[config.mk]
export PLATFORM = sky130hd
export DESIGN_NAME = ikaopll_acc_mixer
export DESIGN_NICKNAME = d
export VERILOG_FILES = /design/src/rtl/ikaopll_acc_mixer.sv
export SDC_FILE = /design/constraint.sdc
export NUM_CORES = 1
export LEC_CHECK = 0
export ABC_AREA = 1
export CORE_MARGIN = 4
export CORE_UTILIZATION = 40
export CTS_CLUSTER_SIZE = 20
export DETAILED_ROUTE_END_ITERATION = 7
export PLACE_DENSITY = 0.72
export SKIP_CTS_REPAIR_TIMING = 1
export SLEW_MARGIN = 15
export SYNTH_ARGS = -nofsm -noshare
export SYNTH_HDL_FRONTEND = slang
export SYNTH_SLANG_ARGS = --single-unit
[constraint.sdc]
create_clock -name i_EMUCLK -period 2 [get_ports i_EMUCLK]
set_input_delay 0.4 -clock i_EMUCLK [delete_from_list [all_inputs] [get_ports i_EMUCLK]]
set_output_delay 0.4 -clock i_EMUCLK [all_outputs]
set_load 0.05 [all_outputs]
[src/rtl/ikaopll_acc_mixer.sv]
// ---------------------------------------------------------------------------
// ikaopll_acc_mixer
//   Per-slot operator output accumulator for the OPLL audio path. Each tick
//   converts the slot's sign/magnitude sample to a signed value. It scales
//   the value by the melody or rhythm volume and adds it to a wide frame
//   accumulator. At the frame-start slot (i_CYCLE_00) the finished frame sum
//   is saturated to OUT_WIDTH bits. The sum is then pushed into a 2-entry
//   output FIFO with a valid/ready handshake.
//
//   Optional feature (macro IKAOPLL_ACC_DCBLOCK_EN):
//     When defined, a first-order DC blocker sits between saturation and the
//     FIFO: y = x - x_prev + y_prev - (y_prev >>> 8). It is computed
//     OUT_WIDTH+2 bits wide, re-saturated to OUT_WIDTH, and its clip is ORed
//     into the clip bit. Without the macro no filter logic exists.
//
//   Ports:
//     i_EMUCLK        master clock
//     i_RST_n         asynchronous active-low reset
//     i_phi1_NCEN_n   active-low tick enable (gates the accumulator path)
//     i_CYCLE_00      frame-start slot marker
//     i_ACC_EN        slot carries audio
//     i_RO_CTRL       1 = rhythm slot (i_ROVOL), 0 = melody slot (i_MOVOL)
//     i_SIGN, i_MAG   sign/magnitude sample
//     i_MOVOL,i_ROVOL signed per-group volume
//     o_SAMPLE        signed FIFO head sample
//     o_CLIP          FIFO head was saturated
//     o_VALID         FIFO not empty
//     i_READY         consumer accepts head (any clock edge, not tick-gated)
//     o_OVERRUN       sticky: a frame was dropped because the FIFO was full
//     i_OVR_CLR       clears o_OVERRUN (any clock edge)
// ---------------------------------------------------------------------------
module ikaopll_acc_mixer #(
  parameter int SLOT_COUNT = 18,
  parameter int VOL_WIDTH  = 5,
  parameter int OUT_WIDTH  = 16
) (
  input  logic                        i_EMUCLK,
  input  logic                        i_RST_n,
  input  logic                        i_phi1_NCEN_n,
  input  logic                        i_CYCLE_00,
  input  logic                        i_ACC_EN,
  input  logic                        i_RO_CTRL,
  input  logic                        i_SIGN,
  input  logic [7:0]                  i_MAG,
  input  logic signed [VOL_WIDTH-1:0] i_MOVOL,
  input  logic signed [VOL_WIDTH-1:0] i_ROVOL,
  output logic signed [OUT_WIDTH-1:0] o_SAMPLE,
  output logic                        o_VALID,
  input  logic                        i_READY,
  output logic                        o_CLIP,
  output logic                        o_OVERRUN,
  input  logic                        i_OVR_CLR
);

  localparam int PROD_W = 9 + VOL_WIDTH;
  localparam int ACC_W  = OUT_WIDTH + $clog2(SLOT_COUNT);

  typedef struct packed {
    logic                        clip;
    logic signed [OUT_WIDTH-1:0] sample;
  } entry_t;

  // -------------------------------------------------------------------------
  // Slot scaling
  // -------------------------------------------------------------------------
  logic                       w_tick;
  logic signed [8:0]          w_value;
  logic signed [VOL_WIDTH-1:0] w_vol;
  logic signed [PROD_W-1:0]   w_product;
  logic signed [ACC_W-1:0]    w_product_ext;

  assign w_tick = ~i_phi1_NCEN_n;

  // -(mag+1) is exactly the bitwise inverse of {0,mag} in 9-bit two's
  // complement, so the negative branch needs no adder.
  assign w_value       = i_SIGN ? ~{1'b0, i_MAG} : {1'b0, i_MAG};
  assign w_vol         = i_RO_CTRL ? i_ROVOL : i_MOVOL;
  assign w_product     = w_value * w_vol;
  assign w_product_ext = ACC_W'(w_product);

  // -------------------------------------------------------------------------
  // Frame accumulator
  // -------------------------------------------------------------------------
  logic signed [ACC_W-1:0] r_acc;
  logic                    r_seen;      // one frame start observed since reset
  logic                    w_frame_close;

  // NOTE: sequential state uses non-blocking (<=) so every register samples
  // pre-edge values; blocking here would create order-dependent races.
  always_ff @(posedge i_EMUCLK or negedge i_RST_n) begin
    if (!i_RST_n) begin
      r_acc  <= '0;
      r_seen <= 1'b0;
    end else if (w_tick) begin
      if (i_CYCLE_00) begin
        // The closing slot belongs to the next frame.
        r_acc  <= i_ACC_EN ? w_product_ext : '0;
        r_seen <= 1'b1;
      end else if (i_ACC_EN) begin
        r_acc <= r_acc + w_product_ext;
      end
    end
  end

  // Until a frame start has been seen, the accumulator holds a partial frame.
  // That partial frame is never emitted.
  assign w_frame_close = w_tick & i_CYCLE_00 & r_seen;

  // -------------------------------------------------------------------------
  // Saturation: in range iff all bits from the OUT_WIDTH sign bit up agree
  // -------------------------------------------------------------------------
  logic [ACC_W-OUT_WIDTH:0]    w_acc_upper;
  logic                        w_sat_clip;
  logic signed [OUT_WIDTH-1:0] w_sat;

  assign w_acc_upper = r_acc[ACC_W-1:OUT_WIDTH-1];
  assign w_sat_clip  = ~((&w_acc_upper) | ~(|w_acc_upper));
  assign w_sat       = w_sat_clip ? {r_acc[ACC_W-1], {(OUT_WIDTH-1){~r_acc[ACC_W-1]}}}
                                  : r_acc[OUT_WIDTH-1:0];

  entry_t w_push_data;

`ifdef IKAOPLL_ACC_DCBLOCK_EN
  // -------------------------------------------------------------------------
  // DC blocker. y_prev keeps the re-saturated output, so |y_prev| < 2^(OW-1)
  // and |x - x_prev| <= 2^OW. The internal sum therefore always fits OW+2 bits.
  // -------------------------------------------------------------------------
  localparam int DC_W = OUT_WIDTH + 2;

  logic signed [OUT_WIDTH-1:0] r_dc_x;
  logic signed [OUT_WIDTH-1:0] r_dc_y;
  logic signed [DC_W-1:0]      w_dc_y;
  logic [2:0]                  w_dc_upper;
  logic                        w_dc_clip;
  logic signed [OUT_WIDTH-1:0] w_dc_sat;

  assign w_dc_y = DC_W'(w_sat) - DC_W'(r_dc_x) + DC_W'(r_dc_y) - DC_W'(r_dc_y >>> 8);

  assign w_dc_upper = w_dc_y[DC_W-1:OUT_WIDTH-1];
  assign w_dc_clip  = ~((&w_dc_upper) | ~(|w_dc_upper));
  assign w_dc_sat   = w_dc_clip ? {w_dc_y[DC_W-1], {(OUT_WIDTH-1){~w_dc_y[DC_W-1]}}}
                                : w_dc_y[OUT_WIDTH-1:0];

  // Filter state advances once per emitted frame, even if the FIFO drops it.
  always_ff @(posedge i_EMUCLK or negedge i_RST_n) begin
    if (!i_RST_n) begin
      r_dc_x <= '0;
      r_dc_y <= '0;
    end else if (w_frame_close) begin
      r_dc_x <= w_sat;
      r_dc_y <= w_dc_sat;
    end
  end

  assign w_push_data.clip   = w_sat_clip | w_dc_clip;
  assign w_push_data.sample = w_dc_sat;
`else
  assign w_push_data.clip   = w_sat_clip;
  assign w_push_data.sample = w_sat;
`endif

  // -------------------------------------------------------------------------
  // 2-entry output FIFO. Pops are handshake-driven on every edge; pushes
  // happen only on frame-closing ticks.
  // -------------------------------------------------------------------------
  entry_t     r_mem [2];
  logic       r_rd_ptr;
  logic       r_wr_ptr;
  logic [1:0] r_count;
  logic       r_ovr;

  logic w_pop;
  logic w_full;
  logic w_push_ok;
  logic w_drop;

  // NOTE: every always_comb output gets a default first, so no path leaves
  // a signal unassigned and no latch is inferred.
  always_comb begin
    w_pop     = 1'b0;
    w_full    = 1'b0;
    w_push_ok = 1'b0;
    w_drop    = 1'b0;
    w_pop     = (r_count != 2'd0) & i_READY;
    w_full    = (r_count == 2'd2);
    if (w_frame_close) begin
      // When full, a same-edge pop frees the slot before the write.
      if (!w_full || w_pop) w_push_ok = 1'b1;
      else                  w_drop    = 1'b1;
    end
  end

  // NOTE: the two storage entries are reset on purpose. The head is visible
  // on o_SAMPLE/o_CLIP, and those must read 0 out of reset. Bulk memories
  // normally stay unreset.
  always_ff @(posedge i_EMUCLK or negedge i_RST_n) begin
    if (!i_RST_n) begin
      for (int i = 0; i < 2; i++) r_mem[i] <= '0;
      r_rd_ptr <= 1'b0;
      r_wr_ptr <= 1'b0;
      r_count  <= 2'd0;
      r_ovr    <= 1'b0;
    end else begin
      if (w_push_ok) begin
        r_mem[r_wr_ptr] <= w_push_data;
        r_wr_ptr        <= ~r_wr_ptr;
      end
      if (w_pop) r_rd_ptr <= ~r_rd_ptr;
      r_count <= r_count + {1'b0, w_push_ok} - {1'b0, w_pop};
      // A new drop on the same edge as a clear keeps the flag set.
      r_ovr   <= w_drop | (r_ovr & ~i_OVR_CLR);
    end
  end

  assign o_SAMPLE  = r_mem[r_rd_ptr].sample;
  assign o_CLIP    = r_mem[r_rd_ptr].clip;
  assign o_VALID   = (r_count != 2'd0);
  assign o_OVERRUN = r_ovr;

endmodule

==> results.yml, run 1 <==
sta:
  whs_ns: 0.452
  fin_crit_sh: 2.46
  fin_ws_ns: -2.92
  setup_violations: 20
  slew_headroom: 0.612
  tightest_slew_ns: 0.581
  fin_skew_ns: 0.0102
  layout_min_cycle_time_ns: 4.92
  max_freq_mhz: 203
  hold_viol: 0
  finalMaxSlewViolations: 0
  rsz0062_at_grt: "yes"
worst_hold_path:
  min_path_type: "in -> async"
run:
  max_cap_violations: 0
routing:
  drt_iter0_drc: 395
  drc_errors: 0
  num_vias: 5995
  vias_per_cell: 5.26
  drt_first_pass_iters: 5
  ant_nets: 0
  drt-wirelength-per-cell_um: 15.6
  drt_wl_total_um: 17800
synthesis:
  netlist_area_um2: 5890
  ys_ff_latch: 61
  synth_top_area_share: 0.259
  syn_avg_cell_area_um2: 7.42
  synth_common_cells: "174 x nand2_1, 128 x inv_1, 82 x nor2_1"
  synth.area.top_cells: "dfrtp_1 26%, nand2_1 11%, fa_1 10%"
  synthFlopType: "dfrtp_1"
  netlist_instances: 794
  synth_largest_area_cell: "dfrtp_1"
  synth_edf_count: 0
  ys_seq_area_frac: 0.259
  async_flop_share: 1.00
  syn-num-nets: 896
  synth_warnings: 0
  synth_cell_types: 42
  yosysMostFrequentCell: "nand2_1"
global_routing:
  grt_antenna_before_repair: 0
  grt_pass1_vias: 5498
  grt-ovfl-total: 0
  track_usage: 0.185
  grt_max_degree: 42
  grt_pass1_wl_um: 25400
cts:
  tritoncts: "built"
  clk_pin_slew_ns: 0.06
  root_buffer: "clkbuf_16"
  cts_buffers: 9
  h-tree-depth: 3
  cts.sink_count: 61
  clock_latency_ns: 0.33
  cts_max_path_buffers: 2
floorplanning:
  initial_utilization: 0.407
  dieArea_um2: 16700
  die_height_um: 129
  core_area_um2: 14500
  ioPinCount: 46
  die_w_um: 129
  row_count: 44
critical_path:
  path_buf_inv: 7
  required_ns: 2.25
  critPathKind: "in -> reg"
  cpMaxStageDelayCell: "fa_1"
  startpoint_type: "primary input"
  crit_arrival_ns: 5.17
  endpoint_kind: "flop"
  critPathMostFrequentCell: "buf_6"
  critPathMaxStageDelay_ns: 0.56
  crit_family: "adder cells"
  cp_max_fo: 8
placement:
  hpwl_um: 11900
  port_buffers: 45
  place_area_um2: 8010
  gpl.final_weighted_congestion: 0.952
final_layout:
  antenna_cells: 0
  final_nets: 1052
  drive_above_1_share: 0.381
  syn_to_final_growth_pct: 57.2
  final_area_um2: 9260
run_status:
  status: "finished, violations left"
  violations: "negative setup slack"
worst reg2reg max path, delay by kind of cell (launching register included):
family,cells,cell delay (ns)
adder cells (fa/ha/maj),2,0.66
AND/OR/NAND/NOR,6,0.65
flip-flops,1,0.38
AO/OA/AOI/OAI,3,0.35
area by class of cell:
class,count,area [µm²]
Inverter,129,492
Sequential cell,61,1530
Fill cell,1055,5220
Clock inverter,7,42.5
Clock buffer,9,225
Tap cell,184,230
Multi-Input combinational cell,588,5030
Timing Repair Buffer,161,1710
per-stage QoR:
step	instances	setup TNS, ns	setup slack [ns]	utilization
6_report	1139	-48.87	-2.92	0.639
5_1_grt	1139	-51.95	-3.11	0.639
4_1_cts	1108	-54.20	-3.32	0.572
3_5_place_dp	1092	-63.17	-3.64	0.553
3_3_place_gp	1092	-61.47	-3.57	0.553
2_1_floorplan	794	-42.76	-2.61	-
cell families (layout without fill, tap and decap cells):
kind of cell,after synthesis,after routing,synth area share
and+or+nand+nor,335,335,0.241
buffers and inverters,147,306,0.0994
AOI/OAI and AO/OA,137,138,0.131
adders and majority gates,75,75,0.198
DFF,61,61,0.259
xor gates and xnor gates,20,20,0.0297
muxes,19,20,0.0419
per-layer routing:
layer	share of wire	routed length (µm)	vias to the layer above	track usage
li1	-	-	2893	-
met1	0.42	7550	2904	0.253
met2	0.51	9010	158	0.313
met3	0.043	763	40	0.0202
met4	0.027	484	0	0.0488
met5	0	0	-	0
path summary, 6_finish.rpt:
kind	from	end	slack, ns	depth (start not counted)
setup reg to reg	r_acc[0]	r_acc[8]	-0.19	11
min in group i_EMUCLK	r_seen	r_seen	0.48	2
hold / removal	i_RST_n	r_mem[5]	0.45	2
hold reg to reg	r_seen	r_seen	0.48	2
setup / recovery	i_RO_CTRL	r_acc[20]	-2.92	25
max in group asynchronous	i_RST_n	r_acc[10]	1.08	3
sequential cells by signal, summed over array words and instances (netlist names):
register	cells
r_mem	34
r_acc	21
r_count	2
o_OVERRUN	1
r_rd_ptr	1
r_seen	1
r_wr_ptr	1
placed cells by master, fill, tap and decap left out, types with 5 or more instances in the layout:
cell type	instances
nand3_1	24
xnor2_4	5
clkdlybuf4s50_1	8
inv_1	111
mux2_4	10
nand2_4	11
buf_12	27
dfrtp_1	61
buf_4	96
clkbuf_16	10
a21oi_2	13
ha_4	30
o21a_1	6
o21ai_2	5
fa_1	28
o21ai_0	31
nand3b_1	6
xor2_1	5
mux2_2	5
or2_4	6
nand2_1	141
nor2_2	16
nand2_2	23
nand4_1	10
buf_6	10
o21ai_1	26
a21oi_4	8
a31oi_1	7
nand3_2	16
nor2_4	11
mux2i_4	5
dlymetal6s2s_1	17
xnor2_2	5
nor2_1	56
inv_2	16
a21oi_1	22
ha_1	15
Power of run 1 is left out: the tool's default activity adds up to more than one toggle a clock period on the data nets, which glitch-free logic cannot reach.
==> inputs of run 2 (changes only) <==
--- a/config.mk
+++ b/config.mk
@@ -5,12 +5,12 @@
 export SDC_FILE = /design/constraint.sdc
 export NUM_CORES = 1
 export LEC_CHECK = 0
-export ABC_AREA = 1
 export CORE_MARGIN = 4
 export CORE_UTILIZATION = 40
+export CTS_BUF_LIST = sky130_fd_sc_hd__clkbuf_4
 export CTS_CLUSTER_SIZE = 20
 export DETAILED_ROUTE_END_ITERATION = 7
-export PLACE_DENSITY = 0.72
+export PLACE_DENSITY = 0.73
 export SKIP_CTS_REPAIR_TIMING = 1
 export SLEW_MARGIN = 15
 export SYNTH_ARGS = -nofsm -noshare
==> results.yml, run 2 <==
critical_path:
  endpoint_kind: "flop"
  critPathKind: "in -> reg"
  path_buf_inv: 6
  crit_family: "adder cells"
  critPathMaxStageDelay_ns: 0.53
  crit_arrival_ns: 5.89
  cp_cell_sequence: "buf_6, buf_12, mux2i_4, buf_6, nand2b_4, fa_1, fa_1, fa_1, inv_2, fa_2, a211oi_4, o21bai_2, a211o_1, xnor2_2, inv_4, ha_4, inv_4, or4_4, a211o_1, a21oi_4, nor4_4, nor4_2, nand3b_1"
  startpoint_type: "primary input"
  critPathMostFrequentCell: "fa_1"
  reg2reg_slack_ns: -0.75
  cpMaxStageDelayCell: "fa_1"
  required_ns: 2.29
  cp_max_fo: 7
routing:
  drt_wl_total_um: 15400
  drc_errors: 0
  num_vias: 5285
  drt-wirelength-per-cell_um: 15.1
  ant_nets: 0
  drt_first_pass_iters: 4
  drt_iter0_drc: 236
  vias_per_cell: 5.19
cts:
  cts_max_path_buffers: 2
  tritoncts: "built"
  root_buffer: "clkbuf_4"
  h-tree-depth: 3
  clock_latency_ns: 0.41
  cts.sink_count: 61
  cts_buffers: 9
  clk_pin_slew_ns: 0.09
final_layout:
  mostFrequentLayoutCell: "buf_4"
  antenna_cells: 0
  syn_to_final_growth_pct: 55.2
  regMostFlops: "r_mem"
  largest_reg_flops: 34
  regArea_um2: 1530
  reg_top3: "r_mem: 34 flops, r_acc: 21 flops, r_count: 2 flops"
  fillers: 1009
  final_nets: 941
  multiInputGateArea_um2: 4480
  drive_above_1_share: 0.414
  most-common-layout-cells: "176 x buf_4, 61 x dfrtp_1, 55 x inv_1, 55 x nor2_1, 51 x a21oi_1"
global_routing:
  grt_antenna_before_repair: 0
  grt_max_degree: 62
  grt_pass1_vias: 5362
  grt-ovfl-total: 0
  grt_pass1_wl_um: 23900
  track_usage: 0.178
placement:
  gpl.final_weighted_congestion: 0.854
  hpwl_um: 11300
  port_buffers: 45
synthesis:
  ys_seq_area_frac: 0.277
  synthFlopType: "dfrtp_1"
  syn_avg_cell_area_um2: 8.89
  synth_largest_area_cell: "dfrtp_1"
  synth_cell_types: 62
  synth_common_cells: "62 x nor2_1, 61 x a21oi_1, 61 x dfrtp_1"
  synth_edf_count: 0
  syn-num-nets: 721
  async_flop_share: 1.00
  netlist_area_um2: 5500
  synth.area.top_cells: "dfrtp_1 28%, fa_1 11%, ha_1 10%"
  ys_ff_latch: 61
  synth_top_area_share: 0.277
  yosysMostFrequentCell: "nor2_1"
  synth_warnings: 0
  netlist_instances: 619
floorplanning:
  die_height_um: 125
  row_count: 42
  die_w_um: 125
  initial_utilization: 0.412
  ioPinCount: 46
  dieArea_um2: 15700
  core_area_um2: 13300
sta:
  hold_viol: 0
  rsz0062_at_grt: "yes"
  setup_violations: 19
  fin_crit_sh: 2.80
  fin_skew_ns: 0.0111
  slew_headroom: 0.629
  finalMaxSlewViolations: 0
  whs_ns: 0.489
  max_freq_mhz: 178
  layout_min_cycle_time_ns: 5.60
  fin_ws_ns: -3.60
  tightest_slew_ns: 0.556
worst_hold_path:
  min_path_type: "reg -> reg"
run_status:
  status: "finished, violations left"
  violations: "negative setup slack"
run:
  max_cap_violations: 0
[run 2: cell count changes after synthesis, sizes merged, moves of 10 or more]
cell / change
a21o: +10
a21oi: +19
inv: -69
nand2: -136
nand3: -35
nor2: -21
nor2b: +23
o21ai: -18
xnor2: +16
[run 2: final timing paths]
check	end	startpoint	cells after the start
min	r_mem[8]	r_mem[8]	2
max	r_acc[20]	i_RO_CTRL	23
max reg2reg	r_acc[14]	r_acc[0]	10
min reg2reg	r_mem[8]	r_mem[8]	2
min in group asynchronous	r_mem[18]	i_RST_n	3
max in group asynchronous	r_acc[4]	i_RST_n	3
[run 2: cells by family after synthesis]
family	count (synthesis)	synth area share
multiplexers	25	0.0496
AND/OR/NAND/NOR	170	0.151
buffers and inverters	81	0.0566
flip-flops	61	0.277
XOR/XNOR	39	0.0621
AO/OA/AOI/OAI	168	0.192
adder cells (fa/ha/maj)	75	0.211
[run 2: layout make-up]
class / count / share of cell area
timing repair buffer: 229 / 0.233
multi-input combinational: 478 / 0.524
inverter: 60 / 0.0269
clock buffer: 11 / 0.00967
sequential: 61 / 0.179
clock inverter: 3 / 0.00176
tap: 176 / 0.0258
[run 2: per-stage QoR]
step	cells	instance area (µm²)	util	setup TNS (ns)	setup WS, ns
floorplan	619	5950	-	-51.40	-3.83
global placement	971	7640	0.573	-69.12	-4.39
detailed placement	971	7640	0.573	-72.85	-4.56
CTS	985	7740	0.580	-61.39	-4.13
global route	1018	8540	0.640	-55.80	-3.80
finish	1018	8540	0.640	-52.71	-3.60
[run 2: routing by layer]
| metal | vias up | share of wire | GRT usage |
|---|---|---|---|
| met4 | 0 | 0.025 | 0.0472 |
| met3 | 27 | 0.035 | 0.0290 |
| met1 | 2566 | 0.42 | 0.221 |
| li1 | 2576 | - | - |
| met5 | - | 0 | 0 |
| met2 | 116 | 0.52 | 0.322 |
[run 2: tightest hold or removal path: cells and delay by family (launching register included)]
kind	cells	cell delay, ns
AO/OA/AOI/OAI	1	0.06
flip-flops	1	0.35
AND/OR/NAND/NOR	1	0.05
Power of run 2 is left out for the same reason.
==> inputs of run 3 (changes only) <==
--- a/config.mk
+++ b/config.mk
@@ -10,6 +10,7 @@
 export CTS_BUF_LIST = sky130_fd_sc_hd__clkbuf_4
 export CTS_CLUSTER_SIZE = 20
 export DETAILED_ROUTE_END_ITERATION = 7
+export GPL_TIMING_DRIVEN = 0
 export PLACE_DENSITY = 0.73
 export SKIP_CTS_REPAIR_TIMING = 1
 export SLEW_MARGIN = 15
==> results.yml, run 3 (synthesized netlist as in run 2, its figures left out) <==
placement:
  port_buffers: 42
  dp.cells: 837
  hpwl_um: 9820
  gpl.final_weighted_congestion: 0.941
final_layout:
  multiInputGateArea_um2: 4530
  most-common-layout-cells: "58 x dfrtp_1, 56 x buf_4, 55 x nor2_1, 54 x inv_1, 48 x a21oi_1"
  antenna_cells: 0
  mostFrequentLayoutCell: "dfrtp_1"
  regArea_um2: 1530
  reg_top3: "r_mem: 34 flops, r_acc: 21 flops, r_count: 2 flops"
  largest_reg_flops: 34
  regMostFlops: "r_mem"
  fillers: 1150
  layout.cells.non_filler: 912
  final_nets: 833
  drive_above_1_share: 0.333
  syn_to_final_growth_pct: 40.3
floorplanning:
  ioPinCount: 46
  row_count: 42
  die_height_um: 125
  core_area_um2: 13300
  die_w_um: 125
  initial_utilization: 0.412
  dieArea_um2: 15700
sta:
  max_freq_mhz: 176
  fin_crit_sh: 2.84
  hold_viol: 0
  finalMaxSlewViolations: 0
  setup_violations: 19
  layout_min_cycle_time_ns: 5.68
  tightest_slew_ns: 0.727
  slew_headroom: 0.516
  rsz0062_at_grt: "yes"
  fin_ws_ns: -3.68
  fin_skew_ns: 0.00646
global_routing:
  grt_antenna_before_repair: 0
  track_usage: 0.163
  met2_usage: 0.289
  grt_pass1_wl_um: 21900
  grtUsageMet1: 0.212
  grt_max_degree: 62
  use_met3: 0.0166
  grt_pass1_vias: 4770
  grt_busiest_layer: "met2"
  grt-ovfl-total: 0
critical_path:
  reg2reg_slack_ns: -0.84
  cp_max_fo: 8
  crit_arrival_ns: 5.95
  startpoint_type: "primary input"
  endpoint_kind: "flop"
  critPathKind: "in -> reg"
  required_ns: 2.27
routing:
  vias_per_cell: 5.39
  drt_first_pass_iters: 5
  drc_errors: 0
  num_vias: 4912
  drt_iter0_drc: 201
  ant_nets: 0
  drt_wl_total_um: 14300
  drt-wirelength-per-cell_um: 15.6
cts:
  clk_pin_slew_ns: 0.09
  clock_latency_ns: 0.39
  h-tree-depth: 3
  cts_buffers: 9
  tritoncts: "built"
  cts_max_path_buffers: 2
  cts.sink_count: 61
  root_buffer: "clkbuf_4"
run:
  max_cap_violations: 0
worst_hold_path:
  min_path_type: "in -> async"
run_status:
  status: "finished, violations left"
  violations: "negative setup slack"
## run 3: stage by stage
step	setup TNS (ns)	instance area, µm²	hold WS [ns]	util	setup slack, ns
floorplan	-51.40	5950	0.104	-	-3.83
global placement	-158.98	6590	0.457	0.494	-4.52
detailed placement	-88.87	6590	0.466	0.494	-4.56
CTS	-80.27	6740	0.0643	0.505	-4.13
global route	-54.08	7720	0.115	0.578	-3.80
finish	-50.79	7720	0.0631	0.578	-3.68
## run 3: routing by layer
metal	share of wire	wire [µm]	up-vias
met3	0.040	577	32
met1	0.42	6050	2379
met4	0.021	306	0
li1	-	-	2362
met2	0.51	7330	139
met5	0	0	-
## run 3: path summary, 6_finish.rpt
path                             endpoint      start  cells past startpoint
worst max-delay path            r_acc[20]  i_RO_CTRL                     22
worst min-delay path             r_mem[2]    i_RST_n                      1
worst max register to register  r_acc[20]   r_acc[0]                     10
worst min register to register   r_mem[8]   r_mem[8]                      2
max in group asynchronous        r_rd_ptr    i_RST_n                      1
min in group i_EMUCLK            r_mem[8]   r_mem[8]                      2
## run 3: area by class of cell
type                       instances  area share
buffer                            19      0.0194
clock buffer                      10     0.00972
clock inverter                     6      0.0100
inverter                          60      0.0298
multi-input combinational        477       0.587
sequential                        61       0.198
tap                              176      0.0285
timing repair buffer             103       0.117
## run 3: worst max-delay path: stages
cell	delay, ns
clkbuf_16	0.15
mux2i_4	0.19
buf_6	0.12
or2_4	0.22
fa_1	0.53
fa_1	0.44
fa_1	0.53
inv_2	0.05
fa_2	0.42
a211oi_4	0.25
o21bai_2	0.13
a211o_1	0.33
xnor2_4	0.19
clkinv_4	0.16
ha_4	0.33
nand3_4	0.10
or4_1	0.52
a211o_1	0.30
a21oi_4	0.20
nor4_2	0.08
nor4_2	0.20
nand3b_1	0.09
Power of run 3 is left out for the same reason.
